==> config.mk <==
export PLATFORM = sky130hd
export DESIGN_NAME = wb_port_arbiter
export DESIGN_NICKNAME = d
export VERILOG_FILES = /design/src/rtl/wb_port_arbiter.sv
export SDC_FILE = /design/constraint.sdc
export NUM_CORES = 1
export LEC_CHECK = 0
export CAP_MARGIN = 20
export CORE_AREA = 2 2 74 76
export CTS_CLUSTER_DIAMETER = 80
export DETAILED_ROUTE_END_ITERATION = 12
export DIE_AREA = 0 0 76 78
export HOLD_SLACK_MARGIN = 0.02
export PLACE_DENSITY = 0.62
export SLEW_MARGIN = 20
export SYNTH_ARGS = -nofsm -noshare
export SYNTH_HDL_FRONTEND = slang
export SYNTH_SLANG_ARGS = --single-unit
export TNS_END_PERCENT = 100
==> constraint.sdc <==
create_clock -name clk_i -period 3.27 [get_ports clk_i]
set_input_delay 0.8175 -clock clk_i [delete_from_list [all_inputs] [get_ports clk_i]]
set_output_delay 0.8175 -clock clk_i [all_outputs]
set_load 0.005 [all_outputs]
==> src/rtl/wb_port_arbiter.sv <==
// Write-back port arbiter: owns the single register-file write port shared
// by the ALU, the fixed-latency EX pipeline and the MEM unit. Tracks future
// EX write reservations, arbitrates MEM > EX > ALU, and registers the winner.
module wb_port_arbiter #(
  // Matches the core's register index width (params_pkg::REGISTER_WIDTH).
  parameter int REGISTER_WIDTH = 5,
  // Cycles from ex_issue_i to the ex5 writeback request; must be >= 2 so
  // that the one-cycle look-ahead bit exists.
  parameter int EX_LATENCY     = 5,
  parameter int CNT_WIDTH      = 16
) (
  input  logic                      clk_i,
  input  logic                      rst_ni,
  input  logic                      ex_issue_i,
  input  logic                      alu_wb_req_i,
  input  logic [REGISTER_WIDTH-1:0] alu_wr_reg_i,
  input  logic                      ex5_valid_i,
  input  logic                      ex5_reg_wr_en_i,
  input  logic [REGISTER_WIDTH-1:0] ex5_wr_reg_i,
  input  logic                      mem_wb_req_i,
  input  logic [REGISTER_WIDTH-1:0] mem_wr_reg_i,
  output logic                      ex_allowed_wb_o,
  output logic                      alu_allowed_wb_o,
  output logic                      mem_allowed_wb_o,
  output logic                      wb_is_next_cycle_o,
  output logic                      rf_we_o,
  output logic [REGISTER_WIDTH-1:0] rf_waddr_o,
  output logic [1:0]                rf_src_o,
  output logic                      proto_err_o,
  output logic [CNT_WIDTH-1:0]      wb_conflict_cnt_o
);

  localparam logic [1:0] SRC_NONE = 2'd0;
  localparam logic [1:0] SRC_ALU  = 2'd1;
  localparam logic [1:0] SRC_EX   = 2'd2;
  localparam logic [1:0] SRC_MEM  = 2'd3;

  // rsv[k] set: an EX write is expected k cycles from now.
  logic [EX_LATENCY-1:0]     rsv;
  logic                      ex_req;
  logic                      ex_stall;
  logic                      conflict;
  logic                      proto_viol;
  logic [1:0]                win_src;
  logic [REGISTER_WIDTH-1:0] win_reg;

  // Request decode and same-cycle grants; MEM can never be held off.
  always_comb begin
    ex_req           = ex5_valid_i & ex5_reg_wr_en_i;
    mem_allowed_wb_o = 1'b1;
    ex_allowed_wb_o  = !(ex_req & mem_wb_req_i);
    alu_allowed_wb_o = !(alu_wb_req_i & (mem_wb_req_i | ex_req));
    ex_stall         = ex5_valid_i & !ex_allowed_wb_o;
    conflict         = (ex_req & mem_wb_req_i) | (alu_wb_req_i & !alu_allowed_wb_o);
    // A late/missing ex5 relative to its reservation, or an issue while
    // the EX pipe is frozen, means the hazard unit lost track.
    proto_viol       = (ex_req & !rsv[0])
                     | (rsv[0] & !ex5_valid_i & !ex_stall)
                     | (ex_issue_i & ex_stall);
  end

  // Fixed-priority winner selection: MEM > EX > ALU.
  always_comb begin
    win_src = SRC_NONE;
    win_reg = '0;
    if (mem_wb_req_i) begin
      win_src = SRC_MEM;
      win_reg = mem_wr_reg_i;
    end else if (ex_req) begin
      win_src = SRC_EX;
      win_reg = ex5_wr_reg_i;
    end else if (alu_wb_req_i) begin
      win_src = SRC_ALU;
      win_reg = alu_wr_reg_i;
    end
  end

  // Reservation shift vector; frozen together with the EX pipeline on a stall.
  always_ff @(posedge clk_i or negedge rst_ni) begin
    if (!rst_ni) begin
      rsv <= '0;
    end else if (!ex_stall) begin
      rsv <= {ex_issue_i, rsv[EX_LATENCY-1:1]};
    end
  end

  // Look-ahead for the hazard unit; purely from state, no input path.
  assign wb_is_next_cycle_o = rsv[1];

  // Register-file write port; x0 is granted but never written.
  always_ff @(posedge clk_i or negedge rst_ni) begin
    if (!rst_ni) begin
      rf_we_o    <= 1'b0;
      rf_waddr_o <= '0;
      rf_src_o   <= SRC_NONE;
    end else begin
      rf_src_o <= win_src;
      rf_we_o  <= (win_src != SRC_NONE) && (win_reg != '0);
      if (win_src != SRC_NONE) begin
        rf_waddr_o <= win_reg;
      end
    end
  end

  // Sticky protocol error flag.
  always_ff @(posedge clk_i or negedge rst_ni) begin
    if (!rst_ni) begin
      proto_err_o <= 1'b0;
    end else if (proto_viol) begin
      proto_err_o <= 1'b1;
    end
  end

  // Saturating count of cycles in which some requester was denied.
  always_ff @(posedge clk_i or negedge rst_ni) begin
    if (!rst_ni) begin
      wb_conflict_cnt_o <= '0;
    end else if (conflict && (wb_conflict_cnt_o != '1)) begin
      wb_conflict_cnt_o <= wb_conflict_cnt_o + 1'b1;
    end
  end

endmodule
---- After elaboration in Yosys (flattened, before gate mapping) ----
Index checks and enable logic that the tools add are counted.
word-level totals
  register bits ........................... 30
  latch bits .............................. 0
  RAM bits ................................ 0
  bits in read-only memories .............. 0
  bits of input ports ..................... 22
  output and inout bits ................... 29
  logic and storage cells ................. 36
  memories kept ........................... 0
operators by class
  add/subtract/negate cells ............... 1
  multipliers ............................. 0
  divide/modulo/power cells ............... 0
  $lt $le $gt $ge ......................... 0
  equal/unequal tests ..................... 1
  shift operators ......................... 0
  mux-type cells .......................... 6
  bitwise operators ....................... 13
  reductions and logical operators ........ 9
operators with widths
  cell                                           number
  adder 16 x 1 -> 16 bit, second input constant  1
  inequality test 16 bit, second input constant  1
  2-to-1 mux 5 bit                               3
  bitwise AND 1 bit                              9
  logical NOT 1 bit                              5
  nonzero test 5 bit                             1
  2-to-1 mux 2 bit                               2
  bitwise OR 1 bit                               4
  logical AND 1 bit                              2
  nonzero test 2 bit                             1
  2-to-1 mux 1 bit                               1

---- Depth between registers and ports, before layout ----
Gate-level depths: netlist of run 1.
  word-level depth ........................ 7
  depth in mapped cells ................... 5
  gate-level depth less buffers ........... 5

---- Least setup slack after synthesis of run 1 ----
No wires, ideal clock.
  kind .................................... input to output
  start point ............................. in ex5_valid_i
  end point ............................... out alu_allowed_wb_o
  data arrival time ....................... 1.261 ns
  required time ........................... 2.453 ns
  setup slack ............................. 1.192 ns
  cell stages on the path ................. 3
  buffers on the path ..................... 1
  cell sequence ........................... buf_2 > a21o_1 > nand2_1
on the way
  word-level cells in the longest chain between the ends .. 4
RTL lines
  what               line  text
  from (decl)        17    input logic ex5_valid_i,
  bitwise AND 1 bit  49    ex_req = ex5_valid_i & ex5_reg_wr_en_i;
  bitwise OR 1 bit   52    alu_allowed_wb_o = !(alu_wb_req_i & (mem_wb_req_i | ex_req));
  bitwise AND 1 bit  52
  logical NOT 1 bit  52
  to (decl)          23    output logic alu_allowed_wb_o,
No other way between the ends.

---- Worst setup path in the final report of run 1 ----
Same ends and word-level chain as after synthesis.

==> impl_results.md, run 1 <==
* Status: complete, no violations
* H-tree levels at 2
* Worst slew pin tran at 0.5117 ns
* Clock transition at path regs at 0.06 ns
* Clock Power Share at 26.4%
* Crit-path max FO at 9
* Leak at 0.0009202 uW
* IO Pins at 51
* Chip Width at 76 um
* Post CTS Setup Buffer Count at 0
* Final hold violation count at 0
* Reg power frac at 45.6%
* # clock sinks at 30
* Port Buffer Count at 49
* Power Internal at 811.9 uW
* Class of the tightest hold or removal check: reg2reg
* Switch share at between 20% and 30%
* Largest net degree at the start of global routing at 31
* GPL Wtd Cong at 0.7381
* Worst Path Arrival at 2.16 ns
* N_diodes at 0
* Die H at 78 um
* WL final at 3618 um
* Share of cells above drive strength 1 at 13.27%
* TritonCTS buffer count at 5
* Final min period at 2.982 ns
* Critical Path RT at 2.45 ns
* CORE AREA at 5042 um2
* Final setup fails at 0
* NetSw at 342.3 uW
* CTS root buffer: clkbuf_8
* Mapped Nets at 161
* Dpl hpwl at 2671 um
* Post-layout util at 43.20%
* Wirelength per Cell at 13.60 um
* Power after layout at ~1200 uW
* Fmax at 335.3 MHz
* Comb power frac at between 20% and 30%
* First-pass GRT wire length at 6189 um
* Maximum VDD drop at 386.6 uV
* Total global routing overflow at 0
* Yosys reg bits at 30
* Netlist Area Pre-Place at roughly 1500 um2
* TritonCTS clock tree: yes
* Via count at 1253
* Library cells used by synthesis at 40
* DRC viols at 0
* Die area at just under 6000 um2
* Met1 wire length at 1795 um
* GRT Util Overall at 13.08%
* Relative slew slack at about two thirds
* Seq/Total Area, Yosys at 50.34%
* CP endpoint kind: primary output
* Setup TNS at 0 ns
* Slew Viols, Final at 0
* Initial Utilization at roughly 30%
* Number of gates resized after cts at 0
* Placed instance area at 2087 um2
* Via density at between 4 and 5
* Fin crit share at 91.21%
* Synth Warn # at 0
* PwrDens at 529.9 nW/um2
* CTS Buffer Depth at 2
* Site Rows at 26
* Met2 WL at 1536 um
* Post-DRT Antenna Nets at 0
* CP startpoint kind: input port
* Layout area overhead at 46.06%
* Top layer in use: met4
* Initial antenna violation count at 0
* Gate count after technology mapping at 138
* Max Cap Viol at 0
* Avg Synthesized Cell Area at 10.81 um2
* 1st-pass router iterations at 4
* WL met3 at ~250 um
* Vias in the first global route at 1306
* Clock Latency Late Sink at 0.28 ns
* Clock Skew at 0.006014 ns
* Final nets at between 200 and 250
* DR iter-0 viols at 32
* RSZ-0062 raised after global routing: false
* # hold bufs at CTS at 0
* Cell area after layout at 2178 um2
* WS Path Type: in2out
==> synthesized netlist by cell type, drive strengths merged <==
cell / number / area share [%]
and3: 8 / 3.4
ha: 1 / 0.84
buf: 2 / 0.84
mux2: 6 / 4.8
and4: 1 / 0.59
a21boi: 1 / 0.75
conb: 1 / 0.25
nand4: 8 / 3.8
a21oi: 1 / 0.34
xnor2: 6 / 3.5
xor2: 9 / 5.3
nand4b: 1 / 0.59
nor2: 3 / 0.92
or2: 1 / 0.42
a211o: 1 / 0.59
a311oi: 2 / 1.2
o21ai: 2 / 0.67
a21o: 2 / 1.0
nor3: 2 / 0.67
o21a: 3 / 1.5
dfrtp: 30 / 50
o22a: 1 / 0.59
nor4b: 2 / 1.2
nor2b: 2 / 0.84
clkbuf: 2 / 0.50
nor4: 5 / 3.5
nand2: 20 / 5.0
inv: 1 / 0.25
nand3: 8 / 3.0
or3: 1 / 0.42
a31oi: 3 / 1.3
a21bo: 1 / 0.67
nor3b: 1 / 0.50
==> layer usage <==
| layer | global-route usage [%] | vias up |
|---|---|---|
| li1 | - | 612 |
| met5 | 0 | - |
| met1 | 16.07 | 588 |
| met4 | 4.909 | 0 |
| met3 | 5.465 | 6 |
| met2 | 20.54 | 47 |
==> flip-flops by register name (all words and copies together) (netlist names) <==
name / cells
rsv: 5
proto_err_o: 1
rf_src_o: 2
rf_we_o: 1
wb_conflict_cnt_o: 16
rf_waddr_o: 5
==> worst max-delay path: stages <==
cell	delay, ns
clkdlybuf4s50_1	0.53
a21o_1	0.25
nand2_1	0.07
clkdlybuf4s50_1	0.50
==> area by class of cell <==
cell class                      count  area (um2)
Sequential cell                    30       750.7
Tap cell                           70       87.58
Clock buffer                        7       86.33
Multi-Input combinational cell    103       716.9
Fill cell                         496        2864
Timing Repair Buffer               54       528.0
Inverter                            1       3.754
Clock inverter                      1       5.005
==> power by group through the flow <==
stage	logic, uW	registers, uW	clock network, uW
6_report	324	526	305
2_1_floorplan	134	523	0
4_1_cts	329	528	317
3_5_place_dp	327	532	0
3_3_place_gp	322	531	0
5_1_grt	355	544	337
==> worst paths after layout <==
path	start	endpoint	slack [ns]	cells after the start
min reg2reg	rf_waddr_o[2]	rf_waddr_o[2]	0.47	2
max in group asynchronous	rst_ni	wb_conflict_cnt_o[11]	2.06	2
max	ex5_valid_i	alu_allowed_wb_o	0.29	4
min	rf_waddr_o[2]	rf_waddr_o[2]	0.47	2
max reg2reg	wb_conflict_cnt_o[0]	wb_conflict_cnt_o[1]	1.41	5
min in group asynchronous	rst_ni	wb_conflict_cnt_o[4]	0.94	2
==> layout by cell type, fill, tap and decap left out, types with 2 or more instances in the layout <==
cell,count
clkdlybuf4s50_1,49
dfrtp_1,30
nand2_1,20
xor2_1,9
and3_1,8
nand4_1,7
nand3_1,7
xnor2_1,6
clkbuf_8,6
mux2_2,5
buf_4,5
a31oi_1,3
o21a_1,3
nor4_1,3
a21o_1,2
nor2b_1,2
a311oi_1,2
nor3_1,2
nor4b_1,2
nor2_1,2
o21ai_0,2
==> metrics by stage <==
stage | setup WS [ns] | cells | hold slack [ns]
finish | 0.2876 | 266 | 0.4749
floorplan | 1.192 | 138 | 0.4658
CTS | 0.2813 | 266 | 0.4832
global placement | 0.3304 | 258 | 0.4554
detailed placement | 0.2881 | 258 | 0.4659
global route | 0.2362 | 266 | 0.4965
==> logic make-up after synthesis <==
family	count (synthesis)	synth area share [%]
buf+inv	5	1.594
flops	30	50.34
fa+ha+maj	1	0.8388
other cells	1	0.2514
xor+xnor	15	8.809
mux	6	4.781
simple gates	63	24.83
compound gates	17	8.557
(Power assumes the default switching activity.)
==> run 2: changes to the inputs <==
SLEW_MARGIN = not set   (was 20)
==> results of run 2 <==
Same layout as run 1: the final DEF is identical, and so are final timing and power.
==> run 3: changes to the inputs <==
PLACE_DENSITY = 0.64   (was 0.62)
clock period = 2.6 ns   (was 3.27 ns; I/O delays follow)
==> impl_results.md, run 3 (synthesized netlist as in run 1, its figures left out) <==
* Chip Width at 76 um
* Max Cap Viol at 0
* Critical Path RT at about 2 ns
* TritonCTS buffer count at 5
* Dpl hpwl at 2585 um
* CTS root buffer: clkbuf_8
* Max FFs per register at 16
* N_diodes at 0
* Crit-path leading delay family: buffers and inverters
* First-pass GRT wire length at 5934 um
* Hold Slack at 0.4702 ns
* Cell Chain, Critical Path: clkdlybuf4s50_1, a21o_1, nand2_1, clkdlybuf4s50_1
* Clock transition at path regs at 0.06 ns
* Worst Path Arrival at 1.90 ns
* Via density at 4.817
* Total global routing overflow at 0
* Clock Skew at 0.002568 ns
* Die area at just under 6000 um2
* Final min period at 2.547 ns
* Top cell by count, worst path: clkdlybuf4s50_1
* Clock Latency Late Sink at 0.28 ns
* Setup TNS at 0 ns
* Largest registers: wb_conflict_cnt_o x16, rf_waddr_o x5, rsv x5
* Status: complete, no violations
* Final hold violation count at 0
* DR iter-0 viols at 46
* Die H at 78 um
* RSZ-0062 raised after global routing: false
* WL final at 3539 um
* Share of cells above drive strength 1 at ~14%
* Final setup fails at 0
* # hold bufs at CTS at 0
* Worst slew pin tran at 0.5563 ns
* Slowest CP cell: clkdlybuf4s50_1
* Largest net degree at the start of global routing at 31
* Crit-path max FO at 4
* Layout area overhead at 47.06%
* Maximum VDD drop at 514.4 uV
* Most frequent cells in the layout: clkdlybuf4s50_1, dfrtp_1, nand2_1
* Port Buffer Count at 49
* Vias in the first global route at 1236
* WP buf/inv at 2
* Leak at 0.0009298 uW
* Slew Viols, Final at 0
* Wirelength per Cell at approximately 13 um
* Fmax at 392.7 MHz
* CP endpoint kind: primary output
* Post CTS Setup Buffer Count at 0
* Power after layout at 1454 uW
* CP max stage delay at 0.49 ns
* 1st-pass router iterations at 4
* GRT Util Overall at 12.51%
* TritonCTS clock tree: yes
* Relative slew slack at 62.64%
* CTS Buffer Depth at 2
* # clock sinks at 30
* WS Path Type: in2out
* CP startpoint kind: input port
* Leading cell type in the layout, fill and taps excluded: clkdlybuf4s50_1
* H-tree levels at 2
* Initial antenna violation count at 0
* Fin crit share at 97.94%
* Most flops, register: wb_conflict_cnt_o
* Final nets at 220
* Post-DRT Antenna Nets at 0
* Number of gates resized after cts at 0
* Site Rows at 26
* Initial Utilization at 29.58%
* CORE AREA at between 5000 and 6000 um2
* IO Pins at 51
* GPL Wtd Cong at 0.7513
* Class of the tightest hold or removal check: reg2reg
* PwrDens at 662.7 nW/um2
* DRC viols at 0
* Via count at 1291
[run 3: worst paths after layout]
check	slack [ns]	startpoint	cells past startpoint	end
min in group asynchronous	0.78	rst_ni	2	proto_err_o
max	0.05	ex5_valid_i	4	alu_allowed_wb_o
min reg2reg	0.47	proto_err_o	1	proto_err_o
max reg2reg	0.70	wb_conflict_cnt_o[0]	5	wb_conflict_cnt_o[1]
min	0.47	proto_err_o	1	proto_err_o
max in group asynchronous	1.54	rst_ni	2	wb_conflict_cnt_o[6]
[run 3: cell type report]
class	instances	area (um2)
clock buffer	7	86.33
clock inverter	1	5.005
fill	496	2849
inverter	1	3.754
multi-input combinational	103	716.9
sequential	30	750.7
tap	70	87.58
timing repair buffer	56	543.0
[run 3: where the power goes]
part	switching, uW	leakage [uW]	total (uW)	internal [uW]
logic	152	0.000519	410	258
registers	110	0.000363	662	552
clock network	168	0.0000482	381	213
[run 3: metal layers]
metal,up-vias,share of wire [%],track usage (%)
li1,616,-,-
met1,624,46,16.02
met2,45,45,18.75
met3,6,7.0,4.535
met4,0,1.9,6.000
met5,-,0,0
[run 3: through the flow]
step / std cells / util [%] / cell area [um2] / worst slack [ns]
3_5_place_dp: 260 / 41.69 / 2102 / 0.05380
2_1_floorplan: 138 / - / 1491 / 0.7796
3_3_place_gp: 260 / 41.69 / 2102 / 0.07840
6_report: 268 / 43.50 / 2193 / 0.05348
5_1_grt: 268 / 43.50 / 2193 / 0.006828
4_1_cts: 268 / 43.50 / 2193 / 0.04981
